**src/rtl/mem_arbiter_pkg.sv**
```systemverilog
// Shared types and default widths for the ARM pipeline memory arbiter.
package arm_mem_pkg;

  localparam int DEF_ADDR_W      = 32;
  localparam int DEF_DATA_W      = 32;
  localparam int DEF_WAIT_CYCLES = 2;
  localparam int DEF_STARVE_MAX  = 4;

  typedef enum logic [1:0] {
    IDLE = 2'd0,
    BUSY = 2'd1,
    RESP = 2'd2
  } state_t;

  typedef enum logic {
    OWN_IF   = 1'b0,
    OWN_DATA = 1'b1
  } owner_t;

endpackage

```
**src/rtl/mem_arbiter_if.sv**
```systemverilog
// Bundle of the fetch, data and memory-port signals around the arbiter.
// The arbiter uses the slave view; the pipeline/memory side uses master.
interface mem_arbiter_if #(
  parameter int ADDR_W = arm_mem_pkg::DEF_ADDR_W,
  parameter int DATA_W = arm_mem_pkg::DEF_DATA_W
);

  logic              if_req;
  logic [ADDR_W-1:0] if_addr;
  logic [DATA_W-1:0] if_rdata;
  logic              if_ready;

  logic              mem_r_en;
  logic              mem_w_en;
  logic [ADDR_W-1:0] mem_addr;
  logic [DATA_W-1:0] mem_wdata;
  logic [DATA_W-1:0] mem_rdata;
  logic              mem_ready;

  logic              freeze;

  logic              sram_en;
  logic              sram_we;
  logic [ADDR_W-1:0] sram_addr;
  logic [DATA_W-1:0] sram_wdata;
  logic [DATA_W-1:0] sram_rdata;

  logic              protocol_err;

  modport slave (
    input  if_req, if_addr, mem_r_en, mem_w_en, mem_addr, mem_wdata, sram_rdata,
    output if_rdata, if_ready, mem_rdata, mem_ready, freeze,
           sram_en, sram_we, sram_addr, sram_wdata, protocol_err
  );

  modport master (
    output if_req, if_addr, mem_r_en, mem_w_en, mem_addr, mem_wdata, sram_rdata,
    input  if_rdata, if_ready, mem_rdata, mem_ready, freeze,
           sram_en, sram_we, sram_addr, sram_wdata, protocol_err
  );

endinterface

```
**src/rtl/mem_grant_sel.sv**
```systemverilog
// Chooses which requester owns the next memory access. Data normally wins,
// but a fetch that has watched STARVE_MAX data grants go by gets the port.
module mem_grant_sel
  import arm_mem_pkg::*;
#(
  parameter int STARVE_MAX = DEF_STARVE_MAX
) (
  input  logic   clk,
  input  logic   rst,
  input  logic   if_req,
  input  logic   data_req,
  input  logic   grant_en,
  output owner_t owner
);

  localparam int SW = $clog2(STARVE_MAX + 1);
  localparam logic [SW-1:0] STARVE_LIM = SW'(STARVE_MAX);

  logic [SW-1:0] starve_d;
  logic [SW-1:0] starve_q;

  // Priority: data first unless the waiting fetch has been starved too long.
  always_comb begin
    owner = OWN_IF;
    if (data_req && !(if_req && (starve_q == STARVE_LIM))) begin
      owner = OWN_DATA;
    end
  end

  // Count data grants that overtook a waiting fetch; saturate at the limit.
  always_comb begin
    starve_d = starve_q;
    if (!if_req) begin
      starve_d = '0;
    end else if (grant_en) begin
      if (owner == OWN_IF) begin
        starve_d = '0;
      end else if (starve_q != STARVE_LIM) begin
        starve_d = starve_q + SW'(1);
      end
    end
  end

  // Starvation counter register.
  always_ff @(posedge clk or negedge rst) begin
    if (!rst) begin
      starve_q <= '0;
    end else begin
      starve_q <= starve_d;
    end
  end

endmodule

```
**src/rtl/mem_arbiter.sv**
```systemverilog
// Single-port memory arbiter: shares one word-wide memory port between
// instruction fetch and MEM-stage data, holding the port for WAIT_CYCLES
// per access and answering with a one-cycle ready pulse.
module mem_arbiter
  import arm_mem_pkg::*;
#(
  parameter int ADDR_W      = DEF_ADDR_W,
  parameter int DATA_W      = DEF_DATA_W,
  parameter int WAIT_CYCLES = DEF_WAIT_CYCLES,
  parameter int STARVE_MAX  = DEF_STARVE_MAX
) (
  input  logic          clk,
  input  logic          rst,
  mem_arbiter_if.slave  bus
);

  localparam int CNT_W = (WAIT_CYCLES > 1) ? $clog2(WAIT_CYCLES) : 1;
  localparam logic [CNT_W-1:0] WAIT_LOAD = CNT_W'(WAIT_CYCLES - 1);

  state_t            state_q;
  owner_t            owner_q;
  owner_t            owner;
  logic [CNT_W-1:0]  wait_cnt_q;

  logic              sram_en_q;
  logic              sram_we_q;
  logic [ADDR_W-1:0] sram_addr_q;
  logic [DATA_W-1:0] sram_wdata_q;

  logic              if_ready_q;
  logic [DATA_W-1:0] if_rdata_q;
  logic              mem_ready_q;
  logic [DATA_W-1:0] mem_rdata_q;
  logic              protocol_err_q;

  logic              data_req;
  logic              any_req;
  logic              grant_en;

  assign data_req = bus.mem_r_en | bus.mem_w_en;
  assign any_req  = bus.if_req | data_req;
  assign grant_en = (state_q == IDLE) && any_req;

  mem_grant_sel #(
    .STARVE_MAX (STARVE_MAX)
  ) u_grant_sel (
    .clk      (clk),
    .rst      (rst),
    .if_req   (bus.if_req),
    .data_req (data_req),
    .grant_en (grant_en),
    .owner    (owner)
  );

  // Access sequencer: latch the winner in IDLE, hold the port through BUSY,
  // then present the captured word with a single ready pulse in RESP.
  always_ff @(posedge clk or negedge rst) begin
    if (!rst) begin
      state_q        <= IDLE;
      owner_q        <= OWN_IF;
      wait_cnt_q     <= '0;
      sram_en_q      <= 1'b0;
      sram_we_q      <= 1'b0;
      sram_addr_q    <= '0;
      sram_wdata_q   <= '0;
      if_ready_q     <= 1'b0;
      if_rdata_q     <= '0;
      mem_ready_q    <= 1'b0;
      mem_rdata_q    <= '0;
      protocol_err_q <= 1'b0;
    end else begin
      if_ready_q  <= 1'b0;
      if_rdata_q  <= '0;
      mem_ready_q <= 1'b0;
      mem_rdata_q <= '0;
      if ((state_q == IDLE) && bus.mem_r_en && bus.mem_w_en) begin
        protocol_err_q <= 1'b1;
      end
      case (state_q)
        IDLE: begin
          if (any_req) begin
            owner_q    <= owner;
            wait_cnt_q <= WAIT_LOAD;
            sram_en_q  <= 1'b1;
            if (owner == OWN_DATA) begin
              sram_addr_q  <= bus.mem_addr;
              sram_wdata_q <= bus.mem_wdata;
              sram_we_q    <= bus.mem_w_en;
            end else begin
              sram_addr_q  <= bus.if_addr;
              sram_wdata_q <= '0;
              sram_we_q    <= 1'b0;
            end
            state_q <= BUSY;
          end
        end
        BUSY: begin
          if (wait_cnt_q == '0) begin
            if (owner_q == OWN_IF) begin
              if_ready_q <= 1'b1;
              if_rdata_q <= bus.sram_rdata;
            end else begin
              mem_ready_q <= 1'b1;
              mem_rdata_q <= sram_we_q ? '0 : bus.sram_rdata;
            end
            sram_en_q    <= 1'b0;
            sram_we_q    <= 1'b0;
            sram_addr_q  <= '0;
            sram_wdata_q <= '0;
            state_q      <= RESP;
          end else begin
            wait_cnt_q <= wait_cnt_q - CNT_W'(1);
          end
        end
        RESP: begin
          state_q <= IDLE;
        end
        default: begin
          state_q <= IDLE;
        end
      endcase
    end
  end

  assign bus.sram_en      = sram_en_q;
  assign bus.sram_we      = sram_we_q;
  assign bus.sram_addr    = sram_addr_q;
  assign bus.sram_wdata   = sram_wdata_q;
  assign bus.if_ready     = if_ready_q;
  assign bus.if_rdata     = if_rdata_q;
  assign bus.mem_ready    = mem_ready_q;
  assign bus.mem_rdata    = mem_rdata_q;
  assign bus.protocol_err = protocol_err_q;

  assign bus.freeze = (bus.if_req & ~if_ready_q) | (data_req & ~mem_ready_q);

endmodule

```
**src/flat_wrapper.sv**
```systemverilog
// flat-port wrapper written by rule: the top's interface ports become plain ports
module mem_arbiter_flat import arm_mem_pkg::*;
#(
  parameter int ADDR_W      = DEF_ADDR_W,
  parameter int DATA_W      = DEF_DATA_W,
  parameter int WAIT_CYCLES = DEF_WAIT_CYCLES,
  parameter int STARVE_MAX  = DEF_STARVE_MAX
)
  (clk, rst, bus_if_req, bus_if_addr, bus_mem_r_en, bus_mem_w_en, bus_mem_addr, bus_mem_wdata, bus_sram_rdata, bus_if_rdata, bus_if_ready, bus_mem_rdata, bus_mem_ready, bus_freeze, bus_sram_en, bus_sram_we, bus_sram_addr, bus_sram_wdata, bus_protocol_err);
  mem_arbiter_if #(.ADDR_W(ADDR_W), .DATA_W(DATA_W)) bus_i ();
  input  logic clk;
  input  logic rst;
  input wire logic [$bits(bus_i.if_req)-1:0] bus_if_req;
  input wire logic [$bits(bus_i.if_addr)-1:0] bus_if_addr;
  input wire logic [$bits(bus_i.mem_r_en)-1:0] bus_mem_r_en;
  input wire logic [$bits(bus_i.mem_w_en)-1:0] bus_mem_w_en;
  input wire logic [$bits(bus_i.mem_addr)-1:0] bus_mem_addr;
  input wire logic [$bits(bus_i.mem_wdata)-1:0] bus_mem_wdata;
  input wire logic [$bits(bus_i.sram_rdata)-1:0] bus_sram_rdata;
  output wire logic [$bits(bus_i.if_rdata)-1:0] bus_if_rdata;
  output wire logic [$bits(bus_i.if_ready)-1:0] bus_if_ready;
  output wire logic [$bits(bus_i.mem_rdata)-1:0] bus_mem_rdata;
  output wire logic [$bits(bus_i.mem_ready)-1:0] bus_mem_ready;
  output wire logic [$bits(bus_i.freeze)-1:0] bus_freeze;
  output wire logic [$bits(bus_i.sram_en)-1:0] bus_sram_en;
  output wire logic [$bits(bus_i.sram_we)-1:0] bus_sram_we;
  output wire logic [$bits(bus_i.sram_addr)-1:0] bus_sram_addr;
  output wire logic [$bits(bus_i.sram_wdata)-1:0] bus_sram_wdata;
  output wire logic [$bits(bus_i.protocol_err)-1:0] bus_protocol_err;
  assign bus_i.if_req = bus_if_req;
  assign bus_i.if_addr = bus_if_addr;
  assign bus_i.mem_r_en = bus_mem_r_en;
  assign bus_i.mem_w_en = bus_mem_w_en;
  assign bus_i.mem_addr = bus_mem_addr;
  assign bus_i.mem_wdata = bus_mem_wdata;
  assign bus_i.sram_rdata = bus_sram_rdata;
  assign bus_if_rdata = bus_i.if_rdata;
  assign bus_if_ready = bus_i.if_ready;
  assign bus_mem_rdata = bus_i.mem_rdata;
  assign bus_mem_ready = bus_i.mem_ready;
  assign bus_freeze = bus_i.freeze;
  assign bus_sram_en = bus_i.sram_en;
  assign bus_sram_we = bus_i.sram_we;
  assign bus_sram_addr = bus_i.sram_addr;
  assign bus_sram_wdata = bus_i.sram_wdata;
  assign bus_protocol_err = bus_i.protocol_err;
  mem_arbiter #(.ADDR_W(ADDR_W), .DATA_W(DATA_W), .WAIT_CYCLES(WAIT_CYCLES), .STARVE_MAX(STARVE_MAX)) u_core (.clk(clk), .rst(rst), .bus(bus_i));
endmodule
```
**config.mk**
```make
export PLATFORM = sky130hd
export DESIGN_NAME = mem_arbiter_flat
export DESIGN_NICKNAME = d
export VERILOG_FILES = /design/src/rtl/mem_arbiter_pkg.sv /design/src/rtl/mem_arbiter_if.sv /design/src/rtl/mem_grant_sel.sv /design/src/rtl/mem_arbiter.sv /design/src/flat_wrapper.sv
export SDC_FILE = /design/constraint.sdc
export NUM_CORES = 1
export LEC_CHECK = 0
export ABC_AREA = 0
export BUFFER_PORTS_ARGS = -buffer_cell sky130_fd_sc_hd__clkbuf_2
export CORE_ASPECT_RATIO = 1.75
export CORE_MARGIN = 2
export CORE_UTILIZATION = 41
export CTS_CLUSTER_DIAMETER = 80
export DETAILED_ROUTE_END_ITERATION = 10
export GPL_TIMING_DRIVEN = 0
export MAX_ROUTING_LAYER = met4
export PLACE_DENSITY = 0.78
export SYNTH_ARGS = -nofsm -noshare
export SYNTH_HDL_FRONTEND = slang
export SYNTH_SLANG_ARGS = --single-unit
export TNS_END_PERCENT = 5
```
**constraint.sdc**
```tcl
create_clock -name clk -period 1.4 [get_ports clk]
set_input_delay 0.07 -clock clk [delete_from_list [all_inputs] [get_ports clk]]
set_output_delay 0.07 -clock clk [all_outputs]
set_load 0.05 [all_outputs]
```
# Word level (Yosys, flattened, before mapping)
# Index checks and enable logic that the tools add are counted.
word_totals:
  n_memories: 0
  romBits: 0
  latch_bits: 0
  ramBits: 0
  output_inout_bits: 134
  regBits: 140
  in_bits: 133
  word_cells: 78
op_classes:
  eq_ne: 7
  order_cmp: 0
  multipliers: 0
  shift: 0
  addsub: 2
  n_reduce_logical: 13
  div: 0
  bitwise: 7
  muxes: 36
ops:
  columns: ["op", "n"]
  rows:
  - ["$mux W32", 12]
  - ["$pmux W32 S2", 2]
  - ["$mux W1", 12]
  - ["$mux W3", 4]
  - ["$reduce_and A2 Y1", 4]
  - ["$ne A3 B3 Y1 const B", 2]
  - ["$pmux W1 S2", 3]
  - ["$logic_and A1 B1 Y1", 5]
  - ["$mux W2", 2]
  - ["$ne A2 B1 Y1 const B", 2]
  - ["$pmux W2 S2", 1]
  - ["$add A3 B1 Y3 const B", 1]
  - ["$eq A3 B3 Y1 const B", 1]
  - ["$or A1 B1 Y1", 3]
  - ["$reduce_and A3 Y1", 1]
  - ["$and A1 B1 Y1", 2]
  - ["$eq A2 B1 Y1 const B", 1]
  - ["$logic_not A2 Y1", 1]
  - ["$ne A2 B2 Y1 const B", 1]
  - ["$not A1 Y1", 2]
  - ["$reduce_bool A2 Y1", 1]
  - ["$logic_not A1 Y1", 1]
  - ["$sub A1 B1 Y1 const B", 1]

# Depth between registers and ports, before layout
# Gate-level depths: netlist of run 1.
logic_depth:
  depth_word: 8
  mapped_depth: 9
  depth_no_buf: 6

# Cells and area by module
# A second synthesis of run 1 with hierarchy kept.
unflattened:
  cells_unflattened: 403
  area_unflattened_um2: 5348.9
by_module_without_submodules:
  columns: ["mod", "instances", "area_per_inst_um2", "seq_area_each_um2", "cells_per_inst"]
  rows:
  - ["mem_arbiter", 1, 5154.9, 3428.3, 382]
  - ["mem_grant_sel", 1, 193.9, 75.1, 21]

# Least setup slack after synthesis of run 1
# OpenSTA, ideal clock, no wires.
synth_timing:
  path_kind: "register to register"
  from: "register u_core.u_grant_sel.starve_q[0]"
  to: "register u_core.sram_addr_q[26] (netlist: u_core.bus.sram_addr[26])"
  required_time_ps: 1276
  setup_time_ps: 124
  setup_slack_ps: -150
  t_arrival_ps: 1426
  synth_period_minus_slack_ps: 1550
  path_stages_with_launch: 9
  path_buffers: 2
  cell_sequence: "dfrtp_1 -> inv_1 -> ha_1 -> nand3_1 -> nor2b_1 -> clkbuf_1 -> buf_2 -> mux2i_1 -> o21ai_1"
synth_between:
  elab_chain_cells: 8
synth_lines:
  columns: ["item", "line", "rtl"]
  rows:
  - ["start, declared", "mem_grant_sel.sv:20", "logic [SW-1:0] starve_q;"]
  - ["start signal, assigned", "mem_grant_sel.sv:49", "starve_q <= starve_d;"]
  - ["$eq A3 B3 Y1", "mem_grant_sel.sv:25", "if (data_req && !(if_req && (starve_q == STARVE_LIM))) begin"]
  - ["$logic_and A1 B1 Y1", "mem_grant_sel.sv:25", null]
  - ["$logic_not A1 Y1", "mem_grant_sel.sv:25", null]
  - ["$logic_and A1 B1 Y1", "mem_grant_sel.sv:25", null]
  - ["$mux W1", "mem_grant_sel.sv:25", null]
  - ["$mux W32", "mem_arbiter.sv:85", "if (owner == OWN_DATA) begin"]
  - ["$mux W32", "mem_arbiter.sv:81", "if (any_req) begin"]
  - ["$pmux W32 S2", "mem_arbiter.sv:79", "case (state_q)"]
  - ["end signal, assigned", "mem_arbiter.sv:86", "sram_addr_q <= bus.mem_addr;"]
  - ["end signal, assigned", "mem_arbiter.sv:90", "sram_addr_q <= bus.if_addr;"]
  - ["end, declared", "mem_arbiter.sv:27", "logic [ADDR_W-1:0] sram_addr_q;"]
# Every way passes these cells. The select of a mux whose other input is x is not followed.
# A chain may end at the register's enable or synchronous reset.

# Worst setup path in the final report of run 1
layout_timing:
  from: "register u_core.u_grant_sel.starve_q[0]"
  to: "register u_core.sram_addr_q[19] (netlist: u_core.bus.sram_addr[19])"
# Same word-level chain as after synthesis.

==> results.json, run 1 <==
{
  "cts.path.max_buffers": 2,
  "status": "finished with violations",
  "layout-drive-gt1-share": 0.408,
  "rows": 55,
  "hp-class": "in2reg",
  "finalHoldViolCount": 1,
  "ir_drop_v": 0.00152,
  "ff_latch_area_um2": 3500,
  "finalCriticalPeriod_ns": 1.63,
  "power_density_nw_per_um2": 2170,
  "violations": "hold timing, setup timing",
  "setup_viol": 98,
  "drc": 0,
  "path_class": "reg2reg",
  "r2r-end": "u_core.bus.sram_addr[19]",
  "synthSimpleGateAreaFrac": 0.204,
  "final_cells": 1085,
  "root_buffer": "clkbuf_16",
  "avgSynthCellArea_um2": 11.4,
  "min_from": "bus_mem_r_en",
  "holdWs_ns": -0.0501,
  "synth_flop_cell": "dfrtp_1",
  "layout_common_cells": "267 x clkbuf_2, 139 x dfrtp_1, 129 x dlygate4sd3_1, 72 x nand2_1, 66 x nand3_1",
  "cp-end-kind": "flop",
  "max_freq_ghz": 0.612,
  "die_w_um": 90.5,
  "final.setup_skew_ns": 0.0138,
  "grt_pass1_vias": 5779,
  "synth_top_family_by_area": "simple AND/OR/NAND/NOR gates",
  "finalWorstSetupSlack_ns": -0.234,
  "ant_nets": 0,
  "syn_inst": 472,
  "io_buffers": 266,
  "vias_per_cell": 4.96,
  "slew_violations": 0,
  "clk_pin_slew_worst_paths_ns": 0.06,
  "drt_iter0_drc": 304,
  "insertion_delay_ns": 0.41,
  "grt_pass1_wl_mm": 29.0,
  "dieArea_um2": 14100,
  "antenna_found_initial": 0,
  "reg2reg_slack_ns": -0.23,
  "whs_path_depth": 2,
  "final_common_cell": "clkbuf_2",
  "ys.warnings.count": 0,
  "muxShareOfSynthArea": 0.0596,
  "cp-start-kind": "flop",
  "cts_made_buffers": 17,
  "hpwl_mm": 10.8,
  "synthXorXnorAreaFrac": 0,
  "multiInputGateArea_um2": 1800,
  "ys_seq_elements": 140,
  "die_height_um": 155,
  "crit_fanout": 5,
  "relSlewSlack": 0.595,
  "synth_compound_area_frac": 0.0426,
  "diodes": 0,
  "grt_max_degree": 81,
  "start_util": 0.417,
  "async_reset_ff_frac": 1.00,
  "gp_congestion": 0.849,
  "fillCellCount": 850,
  "synth_adder_area_share": 0.00466,
  "num_vias": 5383,
  "r2r_start": "u_core.u_grant_sel.starve_q[0]",
  "min_to": "u_core.bus.protocol_err",
  "p_leak_nw": 5.05,
  "crit_required_ns": 1.67,
  "period_share": 1.17,
  "seq_area_frac_synth": 0.652,
  "areaGrowthSynthToFinish_pct": 73.5,
  "placedCellCount": 910,
  "overflow": 0,
  "cts_tree": "built",
  "arrival_ns": 1.91,
  "synth_cell_types": 26,
  "coreArea_um2": 12900,
  "nNetsFinal": 1037,
  "synth_edf_count": 0,
  "first_pass_iters": 7,
  "grt_usage": 0.271,
  "wl_per_cell_um": 17.2,
  "rsz0062_at_grt": "true",
  "netlist_area_um2": 5370,
  "clock_sinks": 140,
  "drt-total-wl_mm": 18.6,
  "r2r_cells": 8,
  "drv_cap": 0,
  "syn-num-nets": 607,
  "ctsHtreeMaxLevel": 4,
  "ios": 267,
  "worst_pin_slew_ns": 0.605
}
-- synth_stat cells, types with 2 or more instances --
master    count  area, um^2
a21oi_1       5        25.0
and2_1       64         400
buf_2        10        50.1
buf_4        10        75.1
clkbuf_1      7        26.3
clkbuf_2      3        15.0
dfrtp_1     140        3500
ha_1          2        25.0
inv_1         6        22.5
mux2i_1      32         320
nand2_1      73         274
nand2b_1      2        12.5
nand3_1      68         340
nor2_1        3        11.3
nor3_1        2        10.0
o21ai_0      29         145
o21ai_1       7        35.0
-- critical path, stage by stage, from the launching register on --
cell	delay, ns
dfrtp_1	0.36
inv_2	0.06
ha_4	0.16
nand3_2	0.07
nor2b_4	0.21
buf_6	0.16
buf_16	0.12
mux2i_1	0.28
o21ai_1	0.09
-- timing repair --
item                                    4_1_cts  5_1_grt
resized for setup                            43       45
endpoints found under the setup margin      134      132
pin swaps                                     2        4
setup buffers                                 5        7
gates cloned                                  2        2
hold buffers                                128        1
endpoints found under the hold margin       189        2
-- routing by layer --
| layer | GRT usage | vias up | wire length, um |
|---|---|---|---|
| li1 | - | 2433 | - |
| met1 | 0.279 | 2565 | 6390 |
| met2 | 0.476 | 294 | 10000 |
| met3 | 0.0538 | 91 | 1060 |
| met4 | 0.163 | 0 | 1150 |
| met5 | - | - | 0 |
-- stage by stage --
stage	utilization	instance area [um^2]	setup slack, ns	power, mW	setup TNS, ns
global route	0.724	9320	-0.312	21.1	-16.76
CTS	0.709	9120	-0.179	19.8	-13.25
global placement	0.541	6970	-1.96	14.4	-307.45
floorplan	-	5420	-0.0520	12.2	-2.60
finish	0.724	9320	-0.234	20.2	-9.47
detailed placement	0.544	7000	-0.509	14.5	-37.63
-- sequential cells by signal, indices dropped and copies added (netlist names), 2 cells and up --
name and count:
u_core.bus.if_rdata 32, u_core.bus.sram_wdata 32, u_core.state_q 2, u_core.u_grant_sel.starve_q 3, u_core.bus.sram_addr 32, u_core.bus.mem_rdata 32
-- power by group --
part	switching [mW]	internal, mW	total [mW]
logic	7.03	2.70	9.73
clock network	1.73	2.85	4.58
registers	0.655	5.25	5.90
-- cell type report --
cell class | count | share of cell area
clock buffer | 18 | 0.0471
inverter | 6 | 0.00242
multi-input combinational | 295 | 0.193
tap | 171 | 0.0230
sequential | 140 | 0.376
timing repair buffer | 412 | 0.308
buffer | 30 | 0.0328
clock inverter | 13 | 0.0179
-- cell families (layout without fill, tap and decap cells) --
family	after synthesis	in the layout
AND/OR/NAND/NOR	217	217
flip-flops	140	140
AO/OA/AOI/OAI	44	44
buffers and inverters	37	479
multiplexers	32	32
adder cells (fa/ha/maj)	2	2
-- worst max path at each step --
stage | from | to | slack (ns) | cells after the start
3_5_place_dp | u_core.state_q[1] | u_core.bus.if_rdata[7] | -0.51 | 4
3_3_place_gp | rst | u_core.bus.sram_addr[16] | -1.96 | 1
4_1_cts | u_core.u_grant_sel.starve_q[0] | u_core.bus.sram_addr[22] | -0.18 | 8
6_report | u_core.u_grant_sel.starve_q[0] | u_core.bus.sram_addr[19] | -0.23 | 8
5_1_grt | u_core.u_grant_sel.starve_q[0] | u_core.bus.sram_addr[19] | -0.31 | 8
2_1_floorplan | u_core.u_grant_sel.starve_q[0] | u_core.bus.sram_wdata[0] | -0.05 | 9
Note: power is estimated with default switching activity, not from simulation.
==> run 2: changes to the inputs <==
- SKIP_CTS_REPAIR_TIMING: default -> 1
==> run 2 against run 1 <==
Die area did not move. Via count rose by 0.48%. Routed wire length rose by 0.69%. Clock-buffer cell count did not move. Critical path depth did not move. Utilization fell by 1.0 points. The run still ends with hold timing, setup timing left. Clock skew barely moved. Largest power group unchanged. Design area fell by 1.4%.
==> results.json, run 2 (synthesized netlist as in run 1, its figures left out) <==
{
  "areaGrowthSynthToFinish_pct": 71.1,
  "nNetsFinal": 1026,
  "arrival_ns": 1.90,
  "multiInputGateArea_um2": 1790,
  "drt-total-wl_mm": 18.8,
  "vias_per_cell": 5.04,
  "die_height_um": 155,
  "gp_congestion": 0.849,
  "power_mw": 20.2,
  "rows": 55,
  "coreArea_um2": 12900,
  "post-route-util": 0.714,
  "cp-end-kind": "flop",
  "first_pass_iters": 5,
  "max_freq_ghz": 0.615,
  "hpwl_mm": 10.8,
  "ctsHtreeMaxLevel": 4,
  "cp-start-kind": "flop",
  "crit_required_ns": 1.68,
  "drv_cap": 0,
  "finalHoldViolCount": 3,
  "holdWs_ns": -0.0426,
  "crit_fanout": 8,
  "ios": 267,
  "io_buffers": 266,
  "grt_max_degree": 81,
  "layout_common_cells": "267 x clkbuf_2, 139 x dfrtp_1, 118 x dlygate4sd3_1, 73 x nand2_1, 66 x nand3_1",
  "overflow": 0,
  "worst_pin_slew_ns": 0.603,
  "rsz0062_at_grt": "true",
  "antenna_found_initial": 0,
  "final.setup_skew_ns": 0.0136,
  "ant_nets": 0,
  "insertion_delay_ns": 0.40,
  "violations": "hold timing, setup timing",
  "fillCellCount": 876,
  "diodes": 0,
  "drt_iter0_drc": 249,
  "clk_pin_slew_worst_paths_ns": 0.06,
  "layout-drive-gt1-share": 0.403,
  "p_leak_nw": 5.01,
  "finalCriticalPeriod_ns": 1.63,
  "period_share": 1.16,
  "start_util": 0.417,
  "wl_per_cell_um": 17.5,
  "die_w_um": 90.5,
  "cts.path.max_buffers": 2,
  "final_common_cell": "clkbuf_2",
  "clock_sinks": 140,
  "setup_viol": 101,
  "hp-class": "in2reg",
  "ir_drop_v": 0.00147,
  "place_ws_ns": -0.509,
  "num_vias": 5409,
  "status": "finished with violations",
  "cts_tree": "built",
  "relSlewSlack": 0.596,
  "finalWorstSetupSlack_ns": -0.226,
  "dieArea_um2": 14100,
  "ff_latch_area_um2": 3500,
  "root_buffer": "clkbuf_16",
  "grt_pass1_vias": 4504,
  "slew_violations": 0,
  "grt_pass1_wl_mm": 22.3,
  "path_class": "reg2reg",
  "grt_usage": 0.206,
  "setup_tns_ns": -14.42,
  "drc": 0,
  "power_density_nw_per_um2": 2200,
  "cts_made_buffers": 17
}
run 2: cell types whose count changed in the layout (fill, tap and decap cells not counted), moves of 2 or more:
cell	before	now
mux2i_2	8	5
o21ai_1	29	32
and2_1	58	63
mux2i_1	24	26
dlygate4sd3_1	129	118
o21ai_0	7	3
and2_4	6	1
run 2: cell type report:
type	instances	share of cell area
buffer	31	0.0335
clock buffer	18	0.0478
clock inverter	13	0.0181
inverter	6	0.00245
multi-input combinational	295	0.194
sequential	140	0.381
tap	171	0.0233
timing repair buffer	400	0.299
run 2: worst paths after layout:
check | start | to | slack, ns | cells past startpoint
worst max-delay path | u_core.u_grant_sel.starve_q[0] | u_core.bus.sram_addr[1] | -0.23 | 8
worst min-delay path | bus_mem_r_en | u_core.bus.protocol_err | -0.04 | 2
worst max register to register | u_core.u_grant_sel.starve_q[0] | u_core.bus.sram_addr[1] | -0.23 | 8
worst min register to register | u_core.bus.sram_en | u_core.bus.sram_en | 0.49 | 2
max in group asynchronous | rst | u_core.state_q[0] | 0.44 | 3
min in group asynchronous | rst | u_core.bus.mem_rdata[7] | 0.19 | 2
run 2: worst max-delay path, stage by stage, from the launching register on:
cell	delay (ns)
dfrtp_1	0.38
inv_2	0.07
ha_4	0.16
nand3_2	0.06
nor2b_4	0.16
buf_12	0.16
clkbuf_16	0.16
mux2i_1	0.26
o21ai_1	0.09
run 2: metrics by stage:
| step | area [um^2] | instances |
|---|---|---|
| finish | 9190 | 1074 |
| global placement | 6970 | 909 |
| global route | 9190 | 1074 |
| detailed placement | 7000 | 910 |
| CTS | 7610 | 941 |
| floorplan | 5420 | 472 |
run 2: routing by layer:
metal,wire length (um),track usage,vias up,share of wire
met4,1120,0.0923,0,0.059
li1,-,-,2400,-
met5,0,-,-,0
met2,10200,0.362,300,0.55
met1,6410,0.225,2615,0.34
met3,988,0.0426,94,0.053
run 2: power by group:
| part | switching [mW] | internal [mW] | leakage, nW |
|---|---|---|---|
| registers | 0.690 | 5.25 | 1.85 |
| clock network | 1.70 | 2.85 | 0.289 |
| logic | 7.03 | 2.66 | 2.87 |
| total | 9.42 | 10.8 | 5.01 |
==> run 3: changes to the inputs <==
- SYNTH_HIERARCHICAL: default -> 1
==> run 3 against run 2 <==
The run still ends with hold timing, setup timing left. Synthesized cell count shrank 15%. Sequential power grew 3.9%. Routed wire length shrank 9.9%. Non-clock buffer count shrank 29. Clock skew shrank 0.0015 ns. Combinational power grew 7%. Die area shrank 0.41%. Sequential share of layout area grew 1.7 points. Setup slack lost 0.080 ns. Design area shrank 4.2%. Power grew 5.5%. Critical path type unchanged. Critical endpoint is now u_core/bus.mem_rdata[21].
==> results.json, run 3 <==
{
  "status": "finished with violations",
  "violations": "hold timing, setup timing",
  "arrival_ns": 2.05,
  "placed_cell_area_um2": 6970,
  "fillCellCount": 890,
  "worst_pin_slew_ns": 0.538,
  "power_mw": 21.3,
  "yosysMostFrequentCell": "dfrtp_1",
  "switching_share": 0.470,
  "grt_max_degree": 87,
  "die_height_um": 155,
  "seq_area_frac_synth": 0.655,
  "layout-drive-gt1-share": 0.431,
  "clock_sinks": 140,
  "relSlewSlack": 0.639,
  "cp-start-kind": "flop",
  "grt_pass1_vias": 4538,
  "place_ws_ns": -0.612,
  "placedCellCount": 841,
  "p_comb_frac": 0.488,
  "rows": 55,
  "layout_common_cells": "267 x clkbuf_2, 137 x dfrtp_1, 101 x dlygate4sd3_1, 63 x mux2i_1, 60 x and2_1",
  "stdcell_area_um2": 8800,
  "setup_tns_ns": -19.74,
  "async_reset_ff_frac": 1.00,
  "setup_viol": 129,
  "wl_per_cell_um": 17.2,
  "final.setup_skew_ns": 0.0121,
  "gp_congestion": 0.893,
  "diodes": 0,
  "crit_fanout": 7,
  "synth_top_area_frac": 0.655,
  "drc": 0,
  "finalHoldViolCount": 9,
  "finalWorstSetupSlack_ns": -0.305,
  "hpwl_mm": 10.9,
  "synth_cell_types": 34,
  "nNetsFinal": 934,
  "drt_iter0_drc": 235,
  "syn_inst": 403,
  "ctsHtreeMaxLevel": 4,
  "clk_pin_slew_worst_paths_ns": 0.06,
  "synth_area_leaders": "dfrtp_1 65%, mux2i_1 12%, and2_1 7.6%",
  "yosys-top-cells-count": "140 x dfrtp_1, 65 x and2_1, 63 x mux2i_1",
  "ir_drop_v": 0.00129,
  "areaGrowthSynthToFinish_pct": 64.5,
  "clockPowerShare": 0.222,
  "period_share": 1.22,
  "syn-num-nets": 538,
  "final_common_cell": "clkbuf_2",
  "avgSynthCellArea_um2": 13.3,
  "power_density_nw_per_um2": 2420,
  "start_util": 0.416,
  "num_vias": 4760,
  "ys_seq_elements": 140,
  "io_buffers": 266,
  "synth_flop_cell": "dfrtp_1",
  "first_pass_iters": 4,
  "drv_cap": 0,
  "drt-total-wl_mm": 16.9,
  "yosysTopAreaCell": "dfrtp_1",
  "rsz0062_at_grt": "true",
  "die_w_um": 90.3,
  "dieArea_um2": 14000,
  "root_buffer": "clkbuf_16",
  "slew_violations": 0,
  "holdWs_ns": -0.0285,
  "power.internal_mw": 11.3,
  "synth_edf_count": 0,
  "max_freq_ghz": 0.586,
  "grt_usage": 0.213,
  "cts.path.max_buffers": 2,
  "antenna_found_initial": 0,
  "p_leak_nw": 4.94,
  "ios": 267,
  "final_cells": 983,
  "cts_tree": "built",
  "cts_made_buffers": 17,
  "coreArea_um2": 12900,
  "grt_pass1_wl_mm": 22.7,
  "overflow": 0,
  "ys.warnings.count": 6,
  "cp-end-kind": "flop",
  "insertion_delay_ns": 0.41,
  "ant_nets": 0,
  "post-route-util": 0.684,
  "path_class": "reg2reg",
  "netlist_area_um2": 5350,
  "switchingPower_mw": 10.0,
  "crit_required_ns": 1.74,
  "finalCriticalPeriod_ns": 1.71,
  "seq_power_share": 0.290,
  "hp-class": "in2reg",
  "vias_per_cell": 4.84
}
[run 3: final timing paths]
kind,start,to,slack [ns],depth (start not counted)
max,u_core/state_q[0],u_core/bus.mem_rdata[21],-0.31,6
max reg2reg,u_core/state_q[0],u_core/bus.mem_rdata[21],-0.31,6
max in group asynchronous,rst,u_core/bus.if_rdata[24],0.41,3
min reg2reg,u_core/bus.sram_en,u_core/bus.sram_en,0.48,2
min in group asynchronous,rst,u_core/bus.sram_wdata[11],0.22,2
min,bus_mem_addr[5],u_core/bus.sram_addr[5],-0.03,3
[run 3: logic make-up (layout without fill, tap and decap cells)]
kind of cell	Yosys count	after routing	share of synthesized area
simple gates	118	118	0.124
flops	140	140	0.655
buf+inv	34	443	0.0269
fa+ha+maj	2	2	0.00468
compound gates	45	45	0.0697
mux	64	64	0.120
[run 3: layer usage]
| layer | global-route usage | vias to the layer above | share of wire | wire (um) |
|---|---|---|---|---|
| met2 | 0.369 | 222 | 0.55 | 9280 |
| met5 | - | - | 0 | 0 |
| met3 | 0.0412 | 59 | 0.049 | 833 |
| li1 | - | 2170 | - | - |
| met1 | 0.231 | 2309 | 0.35 | 5980 |
| met4 | 0.110 | 0 | 0.048 | 809 |
[run 3: final cells by class]
cell class,count,area (um^2),area share
timing repair buffer,377,2450,0.279
tap,171,214,0.0243
multi-input combinational,229,1740,0.198
clock buffer,18,429,0.0488
buffer,25,221,0.0252
clock inverter,14,196,0.0223
sequential,140,3510,0.399
inverter,9,33.8,0.00384
[run 3: worst max-delay path, cell delays in order, from the launching register on]
cell     delay, ns
dfrtp_2       0.42
or3b_4        0.40
buf_8         0.15
nor3b_4       0.25
buf_6         0.17
buf_6         0.12
and2_1        0.13
[run 3: power groups by stage]
| stage | logic [mW] | clock network, mW | registers, mW |
|---|---|---|---|
| 6_report | 10.4 | 4.74 | 6.17 |
| 5_1_grt | 10.9 | 5.00 | 6.33 |
| 3_3_place_gp | 9.45 | 0 | 6.12 |
| 2_1_floorplan | 2.73 | 0 | 10.6 |
| 4_1_cts | 9.69 | 4.82 | 6.12 |
| 3_5_place_dp | 9.66 | 0 | 6.18 |
